## config.mk

```make
export PLATFORM = sky130hd
export DESIGN_NAME = mem_arbiter
export DESIGN_NICKNAME = d
export VERILOG_FILES = /design/src/rtl/hex_pkg.sv /design/src/rtl/mem_arb_fetch_buf.sv /design/src/rtl/mem_arbiter.sv
export SDC_FILE = /design/constraint.sdc
export NUM_CORES = 1
export LEC_CHECK = 0
export BUFFER_PORTS_ARGS = -buffer_cell sky130_fd_sc_hd__buf_4
export CORE_ASPECT_RATIO = 0.75
export CORE_MARGIN = 2
export CORE_UTILIZATION = 42
export CTS_BUF_LIST = sky130_fd_sc_hd__clkbuf_4 sky130_fd_sc_hd__clkbuf_8
export DETAILED_ROUTE_END_ITERATION = 6
export PLACE_DENSITY_LB_ADDON = 0.05
export RECOVER_POWER = 50
export SYNTH_ARGS = -nofsm -noshare
export SYNTH_HDL_FRONTEND = slang
export SYNTH_SLANG_ARGS = --single-unit
```

## constraint.sdc

```tcl
create_clock -name i_clk -period 1.85 [get_ports i_clk]
set_input_delay 0 -clock i_clk [delete_from_list [all_inputs] [get_ports i_clk]]
set_output_delay 0 -clock i_clk [all_outputs]
set_load 0.03 [all_outputs]
```

## src/rtl/hex_pkg.sv

```systemverilog
// Shared types for the hex processor memory path: address/data widths,
// arbiter ownership tags and a little-endian byte selector.
package hex_pkg;

  localparam int unsigned WADDR_W     = 8;
  localparam int unsigned DATA_W      = 32;
  localparam int unsigned FETCH_BYTES = 4;

  typedef logic [WADDR_W-1:0] waddr_t;
  typedef logic [WADDR_W+1:0] iaddr_t;
  typedef logic [DATA_W-1:0]  data_t;
  typedef logic [7:0]         instr_t;

  typedef enum logic [1:0] {
    OWNER_NONE,
    OWNER_F,
    OWNER_D
  } owner_e;

  typedef struct packed {
    owner_e     owner;
    logic [1:0] byte_sel;
  } resp_tag_t;

  function automatic instr_t sel_byte(input data_t word, input logic [1:0] sel);
    return word[{sel, 3'b000} +: 8];
  endfunction

endpackage

```

## src/rtl/mem_arb_fetch_buf.sv

```systemverilog
// One-word instruction fetch buffer for mem_arbiter (used only when
// HEX_FETCH_BUF_EN is defined): fill on fetch response, hit compare, write invalidate.
module mem_arb_fetch_buf
  import hex_pkg::*;
(
  input  logic   clk,
  input  logic   rst,
  input  waddr_t f_waddr,
  output logic   hit_raw,
  output data_t  buf_word,
  input  logic   fill_issue,
  input  logic   fill_done,
  input  data_t  fill_word,
  input  logic   wr_en,
  input  waddr_t wr_addr
);

  logic   buf_valid;
  waddr_t buf_addr;
  waddr_t pend_addr;

  always_ff @(posedge clk or posedge rst) begin
    if (rst) begin
      buf_valid <= 1'b0;
      buf_addr  <= '0;
      buf_word  <= '0;
      pend_addr <= '0;
    end else begin
      if (fill_issue) pend_addr <= f_waddr;
      // A write to the word being filled this cycle makes the fill stale.
      if (fill_done) begin
        buf_valid <= !(wr_en && (wr_addr == pend_addr));
        buf_addr  <= pend_addr;
        buf_word  <= fill_word;
      end else if (wr_en && (wr_addr == buf_addr)) begin
        buf_valid <= 1'b0;
      end
    end
  end

  assign hit_raw = buf_valid && (buf_addr == f_waddr);

endmodule

```

## src/rtl/mem_arbiter.sv

```systemverilog
// Fetch/data arbiter for the single-ported hex memory: data-first priority with
// fetch anti-starvation, 1-cycle response routing. Optional buffer: HEX_FETCH_BUF_EN.
module mem_arbiter
  import hex_pkg::*;
#(
  parameter int unsigned STARVE_LIMIT = 4
) (
  input  logic   i_clk,
  input  logic   i_rst,
  input  logic   i_f_valid,
  output logic   o_f_ready,
  input  iaddr_t i_f_addr,
  output logic   o_f_rvalid,
  output instr_t o_f_data,
  input  logic   i_d_valid,
  output logic   o_d_ready,
  input  logic   i_d_we,
  input  waddr_t i_d_addr,
  input  data_t  i_d_data,
  output logic   o_d_rvalid,
  output data_t  o_d_data,
  output logic   o_m_valid,
  output logic   o_m_we,
  output waddr_t o_m_addr,
  output data_t  o_m_data,
  input  data_t  i_m_data
);

  logic [3:0] starve_cnt;
  logic       starved;
  resp_tag_t  tag_q, tag_d;
  waddr_t     f_waddr;
  logic       f_hit, hit_q;
  instr_t     hit_byte, hit_byte_q;
  logic       f_mem_gnt, d_gnt;
  instr_t     f_hold_q;
  data_t      d_hold_q;

  assign f_waddr = i_f_addr[WADDR_W+1:2];
  assign starved = (starve_cnt == 4'(STARVE_LIMIT));

`ifdef HEX_FETCH_BUF_EN
  logic  hit_raw;
  data_t buf_word;

  mem_arb_fetch_buf u_fetch_buf (
    .clk        (i_clk),
    .rst        (i_rst),
    .f_waddr    (f_waddr),
    .hit_raw    (hit_raw),
    .buf_word   (buf_word),
    .fill_issue (f_mem_gnt),
    .fill_done  (tag_q.owner == OWNER_F),
    .fill_word  (i_m_data),
    .wr_en      (d_gnt && i_d_we),
    .wr_addr    (i_d_addr)
  );

  // Pending write to the same word demotes the hit so the fetch sees new data.
  assign f_hit    = !i_rst && i_f_valid && hit_raw &&
                    !(i_d_valid && i_d_we && (i_d_addr == f_waddr));
  assign hit_byte = sel_byte(buf_word, i_f_addr[1:0]);
`else
  assign f_hit    = 1'b0;
  assign hit_byte = '0;
`endif

  always_comb begin
    f_mem_gnt = 1'b0;
    d_gnt     = 1'b0;
    if (!i_rst) begin
      if (f_hit) begin
        d_gnt = i_d_valid;
      end else begin
        f_mem_gnt = i_f_valid && (!i_d_valid || starved);
        d_gnt     = i_d_valid && !f_mem_gnt;
      end
    end
  end

  assign o_f_ready = f_mem_gnt || f_hit;
  assign o_d_ready = d_gnt;
  assign o_m_valid = f_mem_gnt || d_gnt;
  assign o_m_we    = d_gnt && i_d_we;
  assign o_m_addr  = f_mem_gnt ? f_waddr : (d_gnt ? i_d_addr : '0);
  assign o_m_data  = (d_gnt && i_d_we) ? i_d_data : '0;

  always_comb begin
    tag_d = '{owner: OWNER_NONE, byte_sel: 2'b00};
    if (f_mem_gnt) begin
      tag_d = '{owner: OWNER_F, byte_sel: i_f_addr[1:0]};
    end else if (d_gnt && !i_d_we) begin
      tag_d.owner = OWNER_D;
    end
  end

  always_ff @(posedge i_clk or posedge i_rst) begin
    if (i_rst) begin
      starve_cnt <= '0;
      tag_q      <= '{owner: OWNER_NONE, byte_sel: 2'b00};
      hit_q      <= 1'b0;
      hit_byte_q <= '0;
    end else begin
      if (!i_f_valid || o_f_ready) starve_cnt <= '0;
      else if (!starved)           starve_cnt <= starve_cnt + 4'd1;
      tag_q <= tag_d;
      hit_q <= f_hit;
      if (f_hit) hit_byte_q <= hit_byte;
    end
  end

  assign o_f_rvalid = (tag_q.owner == OWNER_F) || hit_q;
  assign o_d_rvalid = (tag_q.owner == OWNER_D);
  assign o_f_data   = hit_q ? hit_byte_q :
                      ((tag_q.owner == OWNER_F) ? sel_byte(i_m_data, tag_q.byte_sel) : f_hold_q);
  assign o_d_data   = o_d_rvalid ? i_m_data : d_hold_q;

  always_ff @(posedge i_clk or posedge i_rst) begin
    if (i_rst) begin
      f_hold_q <= '0;
      d_hold_q <= '0;
    end else begin
      if (o_f_rvalid) f_hold_q <= o_f_data;
      if (o_d_rvalid) d_hold_q <= i_m_data;
    end
  end

endmodule

```

=== Yosys cells after proc, flatten, opt, wreduce, memory -nomap -nowiden ===
Cells that the tools add are included.

* Equal/unequal tests: 4
* Add/sub/neg operators: 1
* Muxes and demuxes: 12
* Reductions and logical operators: 11
* Shifts and indexed selects: 1

{| class="wikitable"
|+ Operator list
! cell !! count
|-
| two-way mux 32 bit || 2
|-
| indexed part select 32 x 6 -> 8 bit || 1
|-
| two-way mux 8 bit || 3
|-
| two-way mux 4 bit || 2
|-
| two-way mux 2 bit || 3
|-
| adder 4 x 1 -> 4 bit (second input constant) || 1
|-
| == test 4 x 3 -> 1 bit (second input constant) || 1
|-
| logical AND 1 bit || 4
|-
| zero test 1 bit || 4
|-
| logical OR 1 bit || 3
|-
| == test 2 x 1 -> 1 bit (second input constant) || 1
|-
| == test 2 bit (second input constant) || 1
|-
| two-way mux 1 bit || 2
|-
| inequality test 2 x 1 -> 1 bit (second input constant) || 1
|}

* Logic and storage cells: 34
* Bits in registers: 48

=== Longest topological paths before layout ===
* Word-level depth: 9
* Mapped depth: 7
* Mapped depth without buffers: 5

=== Worst setup path after synthesis ===
Ideal clock, no wire load.

* Path type: register to output
* Start point: register starve_cnt[0]
* End point: output port o_m_addr[0]
* Cell stages (with the launch flop): 7
* Required time: 1.850 ns
* Arrival time: 1.728 ns
* Path slack: 0.122 ns
* Cell sequence: dfrtp_1 inv_1 ha_1 nand3b_1 a211oi_1 buf_2 a22o_1

{| class="wikitable"
|+ RTL lines
! element !! RTL line !! RTL
|-
| start, declared || mem_arbiter.sv:29 || <nowiki>logic [3:0] starve_cnt;</nowiki>
|-
| start signal, assigned || mem_arbiter.sv:105 || <nowiki>else if (!starved) starve_cnt <= starve_cnt + 4'd1;</nowiki>
|-
| == test 4 x 3 -> 1 bit || mem_arbiter.sv:40 || <nowiki>assign starved = (starve_cnt == 4'(STARVE_LIMIT));</nowiki>
|-
| logical OR 1 bit || mem_arbiter.sv:75 || <nowiki>f_mem_gnt = i_f_valid && (!i_d_valid || starved);</nowiki>
|-
| logical AND 1 bit || mem_arbiter.sv:75 ||
|-
| two-way mux 1 bit || mem_arbiter.sv:71 || <nowiki>if (!i_rst) begin</nowiki>
|-
| net o_f_ready || mem_arbiter.sv:11 || <nowiki>output logic o_f_ready,</nowiki>
|-
| two-way mux 8 bit || mem_arbiter.sv:85 || <nowiki>assign o_m_addr = f_mem_gnt ? f_waddr : (d_gnt ? i_d_addr : '0);</nowiki>
|-
| end, declared || mem_arbiter.sv:24 || <nowiki>output waddr_t o_m_addr,</nowiki>
|}

The timed path passes the listed nets, and every way through them passes these cells.

=== Worst setup path after layout ===
* Start point: register starve_cnt[0]
* End point: output port o_m_data[7]

* Longest elaborated chain between the ends: 8

{| class="wikitable"
|+ Ends and longest elaborated chain
! element !! RTL line !! RTL
|-
| == test 4 x 3 -> 1 bit || mem_arbiter.sv:40 ||
|-
| logical OR 1 bit || mem_arbiter.sv:75 ||
|-
| logical AND 1 bit || mem_arbiter.sv:75 ||
|-
| zero test 1 bit || mem_arbiter.sv:76 || <nowiki>d_gnt = i_d_valid && !f_mem_gnt;</nowiki>
|-
| logical AND 1 bit || mem_arbiter.sv:76 ||
|-
| two-way mux 1 bit || mem_arbiter.sv:71 ||
|-
| logical AND 1 bit || mem_arbiter.sv:86 || <nowiki>assign o_m_data = (d_gnt && i_d_we) ? i_d_data : '0;</nowiki>
|-
| two-way mux 32 bit || mem_arbiter.sv:86 ||
|-
| end, declared || mem_arbiter.sv:25 || <nowiki>output data_t o_m_data,</nowiki>
|}

Every way passes these cells.

==> flow_summary.toml <==
[detailed_routing]
wl_met1_um = 3572
drtIter0Drc = 102
postRouteWirelength_um = 8603
wire_per_inst_um = 16.87
top_layer_used = "met4"
drtPass1Iterations = 4
drc = 0
wl_met3_um = 548
vias = 2466
postRouteAntennaNets = 0
via_per_inst = 4.835
routed-wl-met2_um = 4365

[critical_path]
cp.arrival_ns = 1.98
crit_type = "reg2out"
cpPeakStageDelay_ns = 0.38
cp_max_fo = 8
worstPathRequired_ns = 1.85
end_kind = "primary output"
start_kind = "flip-flop"
slowest_stage = "dfrtp_1"
crit_path_cell_trace = "inv_2 > ha_4 > and3b_2 > a211oi_4 > buf_4 > clkbuf_16 > and2_4 > buf_6"

[finish]
utilization_pct = 82.48
area_delta_synth_final_pct = 93.11
final_nets = 520
diodes = 0
drive_gt1_share_pct = 62.50

[global_routing]
grt_max_degree = 49
grt_pass1_wl_um = 12750
overflow = 0
antenna_found_initial = 0
grt_usage_pct = 25.24
grt_pass1_vias = 2607

[die]
die_h_um = 70.14
io_pins = 173
fp.dieW_um = 92.19
start_util_pct = 42.71
core_sq_um = 5736
rows = 24
die_area_sq_um = 6466

[min_path]
worstHoldPathType = "in2reg"

[sta]
setup_tns_ns = -3.717
report.final.hold_viol_count = 0
tightestPinTransition_ns = 1.179
fin_worst_skew_ns = 0.006189
clock.fmax_ghz = 0.5039
setup_violations = 39
period_needed_ns = 1.984
rsz0062_at_grt = "yes"
layout_setup_ws_ns = -0.1343
relSlewSlack_pct = 21.41
fin_crit_sh_pct = 107.3
drv_slew = 0

[synth]
syn_area_sq_um = 2450
postSynthCellCount = 204
ys_ff_latch = 48
yosysSeqAreaShare_pct = 49.03
yosysWarningCount = 0
syn-num-nets = 293
synth.distinct_cells = 27
avgSynthCellArea_sq_um = 12.01

[power]
peakVddDrop_uv = 576.3
cellPowerDensity_nw_per_um2 = 779.6
leakage_nw = 2.354

[status]
status = "finished with violations"
violations = "setup timing"

[clock_network]
cts_sinks = 48
cts_inserted_buffers = 5
clk_pin_slew_ns = 0.08
htree_levels = 2
insertion_delay_ns = 0.30
cts_tree = "built"
clk_path_buf_depth = 2
ctsRootBufferMaster = "clkbuf_8"

[place]
hpwlAfterDp_um = 5611
gp_congestion = 0.8415
port_buffers = 172

[flow_run]
maxCapViolCount = 0
## kinds of logic (layout without fill, tap and decap cells)
| group | count (synthesis) | after routing | share of synthesized area [%] |
|---|---|---|---|
| buffers and inverters | 19 | 247 | 4.443 |
| multiplexers | 42 | 42 | 22.88 |
| XOR/XNOR | 2 | 2 | 0.7151 |
| flip-flops | 48 | 48 | 49.03 |
| adder cells (fa/ha/maj) | 2 | 2 | 1.021 |
| AO/OA/AOI/OAI | 13 | 13 | 4.699 |
| AND/OR/NAND/NOR | 78 | 78 | 17.21 |
## cells in the mapped netlist
library cell  instances  area share [%]
dfrtp_1              48              49
or2_2                 1            0.26
mux4_2                8             7.4
a211oi_1              2            0.61
mux2i_1               2            0.82
xnor2_1               2            0.72
nand2b_1              1            0.26
nand2_1              32             4.9
a22o_1                8             2.9
and3b_1               1            0.36
clkinv_1              1            0.15
nor3_1                3            0.61
mux2_2               32              15
or2b_2                1            0.36
clkbuf_1              3            0.46
ha_1                  2             1.0
a211oi_4              1            0.82
a21oi_1               2            0.41
and2_1               23             5.9
buf_6                 4             1.8
nor2_1                1            0.15
nand3b_1              1            0.31
buf_2                 6             1.2
inv_1                 5            0.77
and2_2               12             3.7
nor2b_1               1            0.26
nand3_1               1            0.20
## path summary, 6_finish.rpt
kind                            slack (ns)     startpoint             to  cells past startpoint
worst max-delay path                 -0.13  starve_cnt[0]    o_m_data[7]                      8
worst min-delay path                  0.03         i_d_we       tag_q[3]                      3
worst max register to register        0.27  starve_cnt[0]  starve_cnt[1]                      7
worst min register to register        0.48    f_hold_q[6]    f_hold_q[6]                      2
max in group asynchronous             0.43          i_rst   d_hold_q[24]                      4
min in group asynchronous             0.70          i_rst    f_hold_q[2]                      4
## worst max-delay path, delay by kind of cell, from the launching register on
| kind | cells | cell delay (ns) |
|---|---|---|
| adders and majority gates | 1 | 0.16 |
| and+or+nand+nor | 2 | 0.38 |
| DFF | 1 | 0.38 |
| buffers and inverters | 4 | 0.51 |
| AOI/OAI and AO/OA | 1 | 0.25 |
## metal layers
layer	up-vias	track usage [%]
met5	-	0
met4	0	4.975
met3	12	6.257
met2	104	44.04
met1	1212	32.28
li1	1138	-
## repair_timing
| item | in CTS | in global routing |
|---|---|---|
| gates resized for setup | 58 | 19 |
| hold buffers | 35 | 0 |
| setup endpoints to repair | 44 | 48 |
| pin swaps | 6 | 13 |
| endpoints found under the hold margin | 82 | 0 |
| cloned | 2 | 2 |
| buffers inserted | 7 | 5 |
## cell usage in the layout (no fill, tap or decap), types with 3 or more instances in the layout
master,netlist,routed
dlygate4sd3_1,0,35
a22o_1,8,8
dfrtp_1,48,48
mux2_1,0,13
mux2_2,32,19
clkbuf_8,0,5
buf_4,0,146
and2_2,12,11
and2_4,0,17
mux4_2,8,8
buf_6,4,46
and2_1,23,7
nor3_1,3,3
nand2_1,32,32
## registers in the layout (all words and copies together) (netlist names)
name / count
starve_cnt: 4
tag_q: 4
d_hold_q: 32
f_hold_q: 8
## area by class of cell
type | count | area (sq um)
clock buffers | 5 | 68.82
clock inverters | 3 | 42.54
fillers | 332 | 1005
inverters | 6 | 26.28
multi-input cells | 137 | 1221
flip-flops and latches | 48 | 1201
well taps | 78 | 97.59
repair buffers | 233 | 2073
## power by group
part           switching, mW  internal (mW)
sequential            0.0561           1.25
clock                  0.354          0.400
combinational          0.899          0.730
## stage by stage
step / power, mW / instance area, sq um / std cells / setup WS, ns / hold WS (ns)
2_1_floorplan: 2.192 / 2450 / 204 / 0.1221 / 0.1286
3_5_place_dp: 2.796 / 3847 / 451 / 0.09495 / 0.2147
3_3_place_gp: 2.760 / 3847 / 451 / 0.1931 / 0.2160
4_1_cts: 3.665 / 4606 / 503 / -0.06961 / 0.01151
6_report: 3.688 / 4731 / 510 / -0.1343 / 0.02948
5_1_grt: 3.847 / 4731 / 510 / -0.1842 / 0.01871
Note: power is estimated with default switching activity, not from simulation.
